[src/rtl/bcd_display_driver_pkg.sv]
// rtl/bcd_display_driver_pkg.sv - shared states, segment patterns and limits for the BCD display driver
package bcd_display_driver_pkg;

    typedef enum logic [2:0] {
        ST_IDLE  = 3'd0,
        ST_START = 3'd1,
        ST_ARM   = 3'd2,
        ST_WAIT  = 3'd3,
        ST_STORE = 3'd4
    } state_e;

    // Active-low segment patterns, bit 0 = a ... bit 6 = g.
    localparam logic [6:0] SEG_BLANK = 7'h7F;
    localparam logic [6:0] SEG_DASH  = 7'b0111111;

    // Index n holds the pattern for decimal digit n.
    localparam logic [9:0][6:0] SEG_DIGITS = {
        7'h10, 7'h00, 7'h78, 7'h02, 7'h12,
        7'h19, 7'h30, 7'h24, 7'h79, 7'h40
    };

    localparam logic [13:0] MAX_DISPLAY = 14'd9999;

endpackage

[src/rtl/bcd_display_driver_seg7_decode.sv]
// rtl/bcd_display_driver_seg7_decode.sv - combinational BCD to active-low seven-segment decoder
//
// Ports:
//   digit_i  4-bit BCD digit
//   seg_o    7-bit active-low segment pattern (bit 0 = a); codes 10-15 decode to blank
module seg7_decode
    import bcd_display_driver_pkg::*;
(
    input  logic [3:0] digit_i,
    output logic [6:0] seg_o
);

    always_comb begin
        seg_o = SEG_BLANK;
        case (digit_i)
            4'd0:    seg_o = SEG_DIGITS[0];
            4'd1:    seg_o = SEG_DIGITS[1];
            4'd2:    seg_o = SEG_DIGITS[2];
            4'd3:    seg_o = SEG_DIGITS[3];
            4'd4:    seg_o = SEG_DIGITS[4];
            4'd5:    seg_o = SEG_DIGITS[5];
            4'd6:    seg_o = SEG_DIGITS[6];
            4'd7:    seg_o = SEG_DIGITS[7];
            4'd8:    seg_o = SEG_DIGITS[8];
            4'd9:    seg_o = SEG_DIGITS[9];
            default: seg_o = SEG_BLANK;
        endcase
    end

endmodule

[src/rtl/bcd_display_driver.sv]
// rtl/bcd_display_driver.sv - binary to BCD via external divide-by-10 engine, multiplexed 4-digit display
//
// Ports:
//   clk, rst          clock, synchronous active-high reset
//   load, value       one-cycle conversion request with 14-bit binary value
//   busy, err         conversion in progress, sticky fault flag
//   div_start         one-cycle start pulse to the divider
//   div_value         dividend, held from div_start until the digit is stored
//   div_quotient      divider quotient
//   div_remainder     divider remainder (next BCD digit)
//   div_ready         divider done level
//   bcd               committed digits, [3:0] = ones
//   an, seg, dp       active-low digit enables, segments and decimal point
module bcd_display_driver
    import bcd_display_driver_pkg::*;
#(
    parameter int SCAN_BITS     = 16,
    parameter int BLANK_LEADING = 1,
    parameter int TIMEOUT       = 63
) (
    input  logic        clk,
    input  logic        rst,
    input  logic        load,
    input  logic [13:0] value,
    output logic        busy,
    output logic        err,
    output logic        div_start,
    output logic [13:0] div_value,
    input  logic [9:0]  div_quotient,
    input  logic [3:0]  div_remainder,
    input  logic        div_ready,
    output logic [15:0] bcd,
    output logic [3:0]  an,
    output logic [6:0]  seg,
    output logic        dp
);

    localparam logic [5:0] TMO_LIMIT = 6'(TIMEOUT);

    state_e         state_q, state_d;
    logic [13:0]    work_q, work_d;
    logic [1:0]     d_q, d_d;
    logic [5:0]     tmo_q, tmo_d;
    logic [15:0]    shadow_q, shadow_d;
    logic [15:0]    bcd_q, bcd_d;
    logic           err_q, err_d;
    logic           ovf_q, ovf_d;

    logic [SCAN_BITS-1:0] scan_cnt_q, scan_cnt_d;
    logic [1:0]     idx_q, idx_d;
    logic [3:0]     an_q, an_d;
    logic [6:0]     seg_q, seg_d;

    logic [3:0]     digit_sel;
    logic [15:0]    upper_digits;
    logic           lead_blank;
    logic [6:0]     digit_seg;

    // Conversion FSM
    always_comb begin
        state_d   = state_q;
        work_d    = work_q;
        d_d       = d_q;
        tmo_d     = tmo_q;
        shadow_d  = shadow_q;
        bcd_d     = bcd_q;
        err_d     = err_q;
        ovf_d     = ovf_q;
        div_start = 1'b0;

        case (state_q)
            ST_IDLE: begin
                if (load) begin
                    err_d = 1'b0;
                    if (value <= MAX_DISPLAY) begin
                        work_d  = value;
                        d_d     = 2'd0;
                        state_d = ST_START;
                    end else begin
                        ovf_d = 1'b1;
                    end
                end
            end
            ST_START: begin
                div_start = 1'b1;
                tmo_d     = 6'd0;
                state_d   = ST_ARM;
            end
            ST_ARM: begin
                // div_ready may still be high from the previous division.
                state_d = ST_WAIT;
            end
            ST_WAIT: begin
                if (div_ready) begin
                    state_d = ST_STORE;
                end else begin
                    tmo_d = tmo_q + 6'd1;
                    if (tmo_d == TMO_LIMIT) begin
                        err_d   = 1'b1;
                        state_d = ST_IDLE;
                    end
                end
            end
            ST_STORE: begin
                if (div_remainder > 4'd9) begin
                    err_d   = 1'b1;
                    state_d = ST_IDLE;
                end else begin
                    shadow_d[{d_q, 2'b00} +: 4] = div_remainder;
                    work_d = {4'b0, div_quotient};
                    if (d_q == 2'd3) begin
                        // Last digit lands in the same edge as the commit.
                        bcd_d   = shadow_d;
                        ovf_d   = 1'b0;
                        state_d = ST_IDLE;
                    end else begin
                        d_d     = d_q + 2'd1;
                        state_d = ST_START;
                    end
                end
            end
            default: state_d = ST_IDLE;
        endcase
    end

    always_ff @(posedge clk) begin
        if (rst) begin
            state_q  <= ST_IDLE;
            work_q   <= 14'd0;
            d_q      <= 2'd0;
            tmo_q    <= 6'd0;
            shadow_q <= 16'd0;
            bcd_q    <= 16'd0;
            err_q    <= 1'b0;
            ovf_q    <= 1'b0;
        end else begin
            state_q  <= state_d;
            work_q   <= work_d;
            d_q      <= d_d;
            tmo_q    <= tmo_d;
            shadow_q <= shadow_d;
            bcd_q    <= bcd_d;
            err_q    <= err_d;
            ovf_q    <= ovf_d;
        end
    end

    // Display scanner: an/seg are computed from the next index so they move together with it.
    always_comb begin
        scan_cnt_d   = scan_cnt_q + 1'b1;
        idx_d        = (&scan_cnt_q) ? idx_q + 2'd1 : idx_q;
        an_d         = ~(4'b0001 << idx_d);
        digit_sel    = bcd_q[{idx_d, 2'b00} +: 4];
        upper_digits = bcd_q >> {idx_d, 2'b00};
        lead_blank   = (BLANK_LEADING != 0) && (idx_d != 2'd0) && (upper_digits == 16'd0);
        if (ovf_q) begin
            seg_d = SEG_DASH;
        end else if (lead_blank) begin
            seg_d = SEG_BLANK;
        end else begin
            seg_d = digit_seg;
        end
    end

    seg7_decode u_seg7_decode (
        .digit_i (digit_sel),
        .seg_o   (digit_seg)
    );

    always_ff @(posedge clk) begin
        if (rst) begin
            scan_cnt_q <= '0;
            idx_q      <= 2'd0;
            an_q       <= 4'b1110;
            seg_q      <= SEG_DIGITS[0];
        end else begin
            scan_cnt_q <= scan_cnt_d;
            idx_q      <= idx_d;
            an_q       <= an_d;
            seg_q      <= seg_d;
        end
    end

    assign busy      = (state_q != ST_IDLE);
    assign err       = err_q;
    assign div_value = work_q;
    assign bcd       = bcd_q;
    assign an        = an_q;
    assign seg       = seg_q;
    assign dp        = 1'b1;

endmodule

[config.mk]
export PLATFORM = sky130hd
export DESIGN_NAME = bcd_display_driver
export DESIGN_NICKNAME = d
export VERILOG_FILES = /design/src/rtl/bcd_display_driver_pkg.sv /design/src/rtl/bcd_display_driver_seg7_decode.sv /design/src/rtl/bcd_display_driver.sv
export SDC_FILE = /design/constraint.sdc
export NUM_CORES = 1
export LEC_CHECK = 0
export BUFFER_PORTS_ARGS = -buffer_cell sky130_fd_sc_hd__buf_2
export CAP_MARGIN = 10
export CORE_MARGIN = 3
export CORE_UTILIZATION = 58
export CTS_BUF_LIST = sky130_fd_sc_hd__clkbuf_4 sky130_fd_sc_hd__clkbuf_8
export DETAILED_ROUTE_END_ITERATION = 8
export PLACE_DENSITY = 0.82
export SYNTH_ARGS = -nofsm -noshare
export SYNTH_HDL_FRONTEND = slang
export SYNTH_HIERARCHICAL = 1
export SYNTH_SLANG_ARGS = --single-unit
[constraint.sdc]
create_clock -name clk -period 3.2 [get_ports clk]
set_clock_uncertainty 0.2 [all_clocks]
set_input_delay 0.48 -clock clk [delete_from_list [all_inputs] [get_ports clk]]
set_output_delay 0.48 -clock clk [all_outputs]
set_load 0.03 [all_outputs]
* After elaboration in Yosys (flattened, before gate mapping)
Memory sizes are Yosys's and may differ from the RTL's.
Index checks and enable logic that the tools add are counted.
** Word-level totals
- Register bits :: 88
- Bits in latches :: 0
- RAM bits :: 0
- Bits in read-only memories :: 112
- Bits of input ports :: 32
- Output and inout bits :: 45
- Word-level logic and storage cells :: 93
- Memories kept :: 1
** Memory list
- (name not given) :: depth 16, bits a word 7, rd ports 1, clocked after memory_dff 0, wr ports 0, line bcd_display_driver_seg7_decode.sv:15 : case (digit_i)
** Operators by class
- Add/sub/neg operators :: 5
- $mul :: 0
- Div/mod/pow operators :: 0
- $lt $le $gt $ge :: 2
- Equal/unequal tests :: 16
- Shift-type cells :: 5
- Mux-type cells :: 33
- Bitwise logic cells :: 2
- Reduce and logical (&&, ||, !) cells :: 17
** Operator list (count)
- $mux W14 :: 3
- $pmux W14 S2 :: 1
- $ne A2 B2 Y1 const B :: 9
- $add A16 B1 Y16 const B :: 1
- $bwmux W16 :: 1
- $logic_not A16 Y1 :: 1
- $reduce_and A16 Y1 :: 1
- $shift A4 B6 Y16 const A :: 1
- $shiftx A16 B5 Y4 :: 1
- $shiftx A4 B6 Y16 :: 1
- $shr A16 B4 Y16 :: 1
- $pmux W3 S5 :: 1
- $reduce_and A5 Y1 :: 3
- $le A14 B14 Y1 const B :: 1
- $mux W7 :: 2
- $mux W3 :: 4
- $pmux W6 S2 :: 1
- $mux W1 :: 11
- $mux W2 :: 5
- $add A6 B1 Y6 const B :: 1
- $eq A3 B2 Y1 const B :: 2
- $eq A6 B6 Y1 const B :: 1
- $mux W6 :: 1
- $neg A4 Y6 :: 1
- other kinds (19) :: 25

* Depth between registers and ports, before layout
Gate-level depths: netlist of run 1.
- Depth after elaboration :: 7
- Mapped depth :: 14
- Mapped depth without buffers :: 13

* Hierarchy
Netlist of run 1, hierarchy kept.
** Modules (own cells, without submodules)
- bcd_display_driver :: times used 1, cells each 456, area each 4085.2 µm², sequential area each 1761.7 µm²
- seg7_decode :: times used 1, cells each 33, area each 210.2 µm², sequential area each 0.0 µm²

* Worst setup path before layout of run 1
No wires, ideal clock.
- Path type :: flip-flop to flip-flop
- Start point :: register scan_cnt_q[0]
- End point :: register seg_q[3], in the netlist seg[3]
- Setup time :: 0.132 ns
- Arrival time :: 2.589 ns
- Required time :: 2.868 ns
- Setup slack :: 0.279 ns
- Cell stages (with the launch flop) :: 15
- Buffers on the path :: 1
- Clock period less this slack :: 2.921 ns
- Path through :: dfxtp_1 > ha_1 > nand3_1 > and4bb_1 > buf_4 > mux2i_1 > o22ai_1 > nor2_1 > inv_1 > ha_1 > or2_1 > a21oi_2 > a31oi_1 > nor2_1 > a21oi_1
** Between the ends
- Elaborated cells on any way between the ends :: 10
- Classes of those cells :: 2 x shift; 3 x mux; 4 x reduce/logical; 1 x memory
** RTL lines
- from (decl) :: line bcd_display_driver.sv:49 : logic [SCAN_BITS-1:0] scan_cnt_q, scan_cnt_d;
- from (signal assigned) :: line bcd_display_driver.sv:177 : scan_cnt_q <= scan_cnt_d;
- $reduce_and A16 Y1 :: line bcd_display_driver.sv:151 : idx_d = (&scan_cnt_q) ? idx_q + 2'd1 : idx_q;
- $mux W2 :: line bcd_display_driver.sv:151
- $shiftx A16 B5 Y4 :: line bcd_display_driver.sv:153 : digit_sel = bcd_q[{idx_d, 2'b00} +: 4];
- named net digit_sel[1] :: line bcd_display_driver.sv:54 : logic [3:0] digit_sel;
- $mem_v2 Z16 W7
- named net digit_seg[3] :: line bcd_display_driver.sv:57 : logic [6:0] digit_seg;
- $mux W7 :: line bcd_display_driver.sv:158 : end else if (lead_blank) begin
- $mux W7 :: line bcd_display_driver.sv:156 : if (ovf_q) begin
- to (signal assigned) :: line bcd_display_driver.sv:175 : seg_q <= SEG_DIGITS[0];
- to (signal assigned) :: line bcd_display_driver.sv:180 : seg_q <= seg_d;
- to (decl) :: line bcd_display_driver.sv:52 : logic [6:0] seg_q, seg_d;
The timed path passes the listed nets, and every way through them passes these cells.
A chain may end at the register's enable or synchronous reset.

* Final worst setup path of run 1
- Start point :: register scan_cnt_q[4]
- End point :: register seg_q[3], in the netlist seg[3]
Same word-level chain as after synthesis.

==> run summary, run 1 <==
vias post-DR: 3616
Post-Place Cells: 638
Fin. Hold Viols: 0
Overflow after GRT: 0
HP Class: in -> reg
Die W: 92.06 um
final worst-path cycle share: 0.9181
GRT Total Usage: 0.2341
num rows: 30
H-tree Lvls: 3
# port buffers: 75
CP startpoint kind: flop
Static Leak: 1.924 nW
Post-Route WL: 9.696 mm
CTS buffer count: 9
ant diodes: 0
maxcap violations: 0
cell area power density: 440.0 mW/mm^2
RR Endpoint: seg[3]
#FFs+latches synth: 88
min Tclk post-route: 2938 ps
clk buf depth: 2
critical path's slowest cell: and4bb_4
fraction of registers with async set/reset: 0
worst hold slack: 216.1 ps
Die Ht: 92.06 um
post-DP HPWL: 7.002 mm
Layout fillers: 561
Post-Layout Cell Count: 655
NumNets Final: 603
antenna violations before repair: 0
CP cell instances: nand4_1 > and4bb_4 > mux2i_4 > o22ai_1 > nor2_1 > inv_1 > ha_1 > or2_1 > a21oi_2 > a31oi_1 > nor2_1 > a21oi_1
hold path startpoint: div_ready
CTS Sinks: 88
Reg clk slew, reported paths: 80 ps
Power, Total: 0.002182 W
internal power: 0.001635 W
sequential power share: 0.524
layout cell share with drive strength beyond 1: 0.2522
via density per instance: 5.521
Avg WL per Cell: 14.80 um
Setup-failing EPs final: 0
type of the worst setup path: reg -> reg
Worst path depth: 12
clk_lat worst skew: 350 ps
first-pass GRT wire length: 16.30 mm
worst slew pin tran: 1044 ps
critical path's top delay family: simple AND/OR/NAND/NOR gates
worst flop-to-flop path startpoint: scan_cnt_q[4]
initial DRC count: 168
switching share of power: 0.2507
largest net degree at the start of global routing: 56
RSZ-0062 raised after global routing: no
placer congestion estimate: 0.9412
io pins: 77
Root Driver: clkbuf_8
combinational power share: 0.108
fmax: 340.4 MHz
status: complete, no violations
cell mode on critical path: nor2_1
core area: 0.006982 mm^2
Yosys warning total: 6
Psw: 0.0005470 W
Post-synth EDFFs: 0
Die Area: 0.008474 mm^2
Initial Util: 0.6152
Slew Limit Fails: 0
Primary FF master, synth: dfxtp_1
worst path arrival time: 2930 ps
DRC: 0
Avg Cell Area, Syn: 8.784 um^2
r2r worst-path depth: 12
VDD IR max: 292.4 uV
Clock power frac: 0.367
sequential element share of the synthesized area: 0.4101
Routed Antenna Nets: 0
Crit path required time: 3190 ps
max_slew headroom: 0.3042
CP peak stage delay: 500 ps
CTS tree: yes
post-synthesis cell type count: 54
Post-Syn Instances: 489
CP Max Fanout: 5
WP buf/inv: 1
Reg2Reg Setup Slack: 260 ps
highest-count cells in the layout ignoring fill and taps: nor2_1, dfxtp_1, buf_2
most common cell after layout, fill and taps aside: nor2_1
First-pass DRT Iterations: 4
Synth Cell Area: 0.004295 mm^2
Hold Crit Depth: 2
Hold Buf Count CTS: 0
Area Growth Syn to Fin: 15.47%
hold endpoint: state_q[2]
syn_nets: 535
crit end category: flop
vias in the first global route: 3495
-- power groups by stage --
stage	sequential [W]	combinational [W]	clock (W)
CTS	0.00114	0.000237	0.000809
global placement	0.00117	0.000230	0
detailed placement	0.00117	0.000236	0
global route	0.00115	0.000256	0.000859
floorplan	0.00120	0.000137	0
finish	0.00114	0.000237	0.000802
-- sequential cells by signal, indices dropped and copies added, names as in the netlist --
name	flops
idx_q	2
tmo_q	6
state_q	3
shadow_q	16
bcd	16
scan_cnt_q	16
seg	7
div_value	14
an	4
err	1
ovf_q	1
d_q	2
-- Yosys cell counts, drive strengths merged, types with 4 or more instances --
master / count / share of area
nor2: 101 / 0.094
dfxtp: 88 / 0.41
a211oi: 45 / 0.090
a21oi: 35 / 0.042
nor2b: 24 / 0.035
buf: 17 / 0.029
mux2i: 16 / 0.040
clkbuf: 15 / 0.013
ha: 14 / 0.041
o21ai: 14 / 0.016
nand2: 11 / 0.0096
inv: 10 / 0.0087
nand3: 9 / 0.010
xor2: 9 / 0.018
xnor2: 8 / 0.016
nand2b: 7 / 0.010
nor3: 6 / 0.0082
and2: 5 / 0.0073
o22ai: 5 / 0.0073
a31oi: 4 / 0.0058
and3: 4 / 0.0058
nand3b: 4 / 0.0070
nand4: 4 / 0.0058
nor3b: 4 / 0.0082
nor4: 4 / 0.0058
or2: 4 / 0.0058
-- worst reg2reg max path, cell delays in order, from the launching register on --
cell and delay [ps]:
dfxtp_1 390, nand4_1 200, and4bb_4 500, mux2i_4 310
o22ai_1 110, nor2_1 140, inv_1 110, ha_1 190
or2_1 240, a21oi_2 180, a31oi_1 60, nor2_1 90
a21oi_1 70
-- final cells by class --
cell class | instances | area, um^2 | area share
inverters | 10 | 37.54 | 0.007568
clock inverters | 4 | 72.57 | 0.01463
flip-flops and latches | 88 | 1763 | 0.3554
clock buffers | 9 | 123.9 | 0.02497
repair buffers | 89 | 493.0 | 0.09939
multi-input cells | 359 | 2350 | 0.4738
well taps | 96 | 120.1 | 0.02422
-- through the flow --
step | setup TNS, ps | cell area (um^2) | worst slack [ps] | util
after floorplan | 0 | 4295 | 279.1 | -
after global placement | 0 | 4698 | 126.3 | 0.6729
after detailed placement | -88.18 | 4698 | -41.21 | 0.6729
after CTS | 0 | 4898 | 42.70 | 0.7016
after global routing | 0 | 4960 | 21.19 | 0.7104
final | 0 | 4960 | 262.1 | 0.7104
-- worst max-delay path by stage --
stage | from | endpoint | slack (ps)
final | scan_cnt_q[4] | seg[3] | 260
after CTS | scan_cnt_q[0] | seg[1] | 40
after global placement | scan_cnt_q[0] | seg[1] | 130
after detailed placement | scan_cnt_q[0] | seg[1] | -40
after global routing | scan_cnt_q[1] | seg[3] | 20
after floorplan | scan_cnt_q[0] | seg[3] | 280
-- logic make-up (layout without fill, tap and decap cells) --
logic type	after synthesis	count (layout)	share of synthesized area
adders and majority gates	14	14	0.04078
AOI/OAI and AO/OA	112	112	0.1841
buffers and inverters	42	112	0.05068
other	1	1	0.0008730
DFF	88	88	0.4101
muxes	19	19	0.04806
and+or+nand+nor	196	196	0.2307
xor gates and xnor gates	17	17	0.03467
-- repair_timing --
action / 4_1_cts / 5_1_grt
buffers inserted: 0 / 4
setup endpoints to repair: 3 / 6
gates resized for setup: 2 / 7
pin swaps: 0 / 2
-- per-layer routing --
metal  global-route usage  vias up  wire length, um
met5                    0        -                0
met4              0.07426        0              162
met3              0.06071       17              456
met2               0.3978       87             4817
met1               0.2894     1679             4260
li1                     -     1833                -
No activity file was read; power rests on OpenSTA's default activity.
==> run 2, diff against run 1 <==
--- a/config.mk
+++ b/config.mk
@@ -7,11 +7,13 @@
 export LEC_CHECK = 0
 export BUFFER_PORTS_ARGS = -buffer_cell sky130_fd_sc_hd__buf_2
 export CAP_MARGIN = 10
+export CELL_PAD_IN_SITES_DETAIL_PLACEMENT = 0
+export CELL_PAD_IN_SITES_GLOBAL_PLACEMENT = 1
 export CORE_MARGIN = 3
-export CORE_UTILIZATION = 58
+export CORE_UTILIZATION = 43
 export CTS_BUF_LIST = sky130_fd_sc_hd__clkbuf_4 sky130_fd_sc_hd__clkbuf_8
 export DETAILED_ROUTE_END_ITERATION = 8
-export PLACE_DENSITY = 0.82
+export PLACE_DENSITY_LB_ADDON = 0.1
 export SYNTH_ARGS = -nofsm -noshare
 export SYNTH_HDL_FRONTEND = slang
 export SYNTH_HIERARCHICAL = 1
==> run summary, run 2 (synthesis gave the netlist of run 1 again) <==
status: complete, no violations
Post-Route WL: 9.326 mm
# port buffers: 75
max_slew headroom: 0.3491
first-pass GRT wire length: 16.02 mm
Root Driver: clkbuf_8
post-DP HPWL: 6.675 mm
post-route cell area: 0.004987 mm^2
Static Leak: 1.931 nW
CTS Sinks: 88
layout cell share with drive strength beyond 1: 0.2478
First-pass DRT Iterations: 6
GRT Total Usage: 0.1716
setup TNS: 0 ps
clk_lat worst skew: 350 ps
num rows: 35
cell area power density: 437.7 mW/mm^2
Die Area: 0.01122 mm^2
clk buf depth: 2
internal power: 0.001622 W
Area Growth Syn to Fin: 16.11%
Reg clk slew, reported paths: 80 ps
antenna violations before repair: 0
Clock power frac: 0.370
vias post-DR: 3508
Overflow after GRT: 0
NumNets Final: 602
Crit path required time: 3220 ps
initial DRC count: 119
Slew Limit Fails: 0
combinational power share: 0.106
crit end category: flop
largest net degree at the start of global routing: 50
Layout fillers: 931
io pins: 77
Setup-failing EPs final: 0
via density per instance: 5.084
H-tree Lvls: 3
min Tclk post-route: 2987 ps
Initial Util: 0.4541
CP cell instances: ha_2 > nand3_1 > and4bb_1 > buf_6 > mux2i_4 > o22ai_1 > nor2_1 > inv_1 > ha_1 > o21ai_0 > o21ai_0 > nor2_1 > a21oi_1
placer congestion estimate: 0.8057
switching share of power: 0.2569
fmax: 334.8 MHz
critical path's slowest cell: dfxtp_1
DRC: 0
core area: 0.009459 mm^2
HP Class: in -> reg
worst slew pin tran: 976.3 ps
Avg WL per Cell: 13.52 um
worst path arrival time: 3000 ps
CP peak stage delay: 360 ps
CP startpoint kind: flop
Psw: 0.0005608 W
RSZ-0062 raised after global routing: no
DP Area: 0.004727 mm^2
CP Max Fanout: 5
Fin. Hold Viols: 0
maxcap violations: 0
Routed Antenna Nets: 0
type of the worst setup path: reg -> reg
ant diodes: 0
highest-count cells in the layout ignoring fill and taps: nor2_1, dfxtp_1, buf_2
final worst-path cycle share: 0.9333
CTS buffer count: 9
vias in the first global route: 3373
VDD IR max: 181.8 uV
Die Ht: 105.9 um
most common cell after layout, fill and taps aside: nor2_1
sequential power share: 0.524
CTS tree: yes
Die W: 105.9 um
==> run 2: timing repair <==
action | 4_1_cts | 5_1_grt
hold buffers | 0 | 0
endpoints found under the setup margin | 0 | 5
gates resized for setup | 0 | 5
buffers inserted | 0 | 3
==> run 2: critical path, delay by kind of cell, from the launching register on <==
kind	cells	cell delay, ps
flip-flops	1	360
AND/OR/NAND/NOR	4	760
buffers and inverters	2	290
AO/OA/AOI/OAI	4	410
adder cells (fa/ha/maj)	2	560
multiplexers	1	280
==> run 2: layer usage <==
metal	track usage	vias to the layer above	wire (um)
li1	-	1832	-
met1	0.2418	1591	4681
met2	0.2655	77	4049
met3	0.03764	8	504
met4	0.04718	0	90
met5	0	-	0
==> run 2: layout make-up <==
class                           instances  area [um^2]  share of cell area
Multi-Input combinational cell        359         2338              0.4689
Sequential cell                        88         1762              0.3532
Timing Repair Buffer                   88        476.7             0.09558
Tap cell                              129        161.4             0.03236
Clock buffer                           12        158.9             0.03186
Clock inverter                          4        52.55             0.01054
Inverter                               10        37.54            0.007526
==> run 2: power by group through the flow <==
stage               clock [W]  sequential, W  combinational, W
global placement            0        0.00117          0.000230
detailed placement          0        0.00117          0.000233
finish               0.000807        0.00114          0.000231
global route         0.000867        0.00115          0.000255
floorplan                   0        0.00120          0.000137
CTS                  0.000827        0.00114          0.000234
==> run 2: worst paths after layout <==
| kind | cells after the start | from | slack, ps | to |
|---|---|---|---|---|
| worst max register to register | 13 | scan_cnt_q[0] | 210 | seg[1] |
| worst min register to register | 1 | scan_cnt_q[0] | 260 | scan_cnt_q[0] |
| worst min-delay path | 2 | div_ready | 220 | state_q[2] |
| worst max-delay path | 13 | scan_cnt_q[0] | 210 | seg[1] |
==> run 2: metrics by stage <==
step                      worst slack (ps)    util  instances  power [W]  hold WS (ps)
after floorplan                      279.1       -        489   0.001339         217.5
after global placement               204.1  0.4997        671   0.001399         232.1
after detailed placement             94.02  0.4997        671   0.001403         245.6
after CTS                            66.72  0.5221        687   0.002206         204.8
after global routing                 5.881  0.5272        690   0.002271         212.6
final                                213.4  0.5272        690   0.002183         219.7
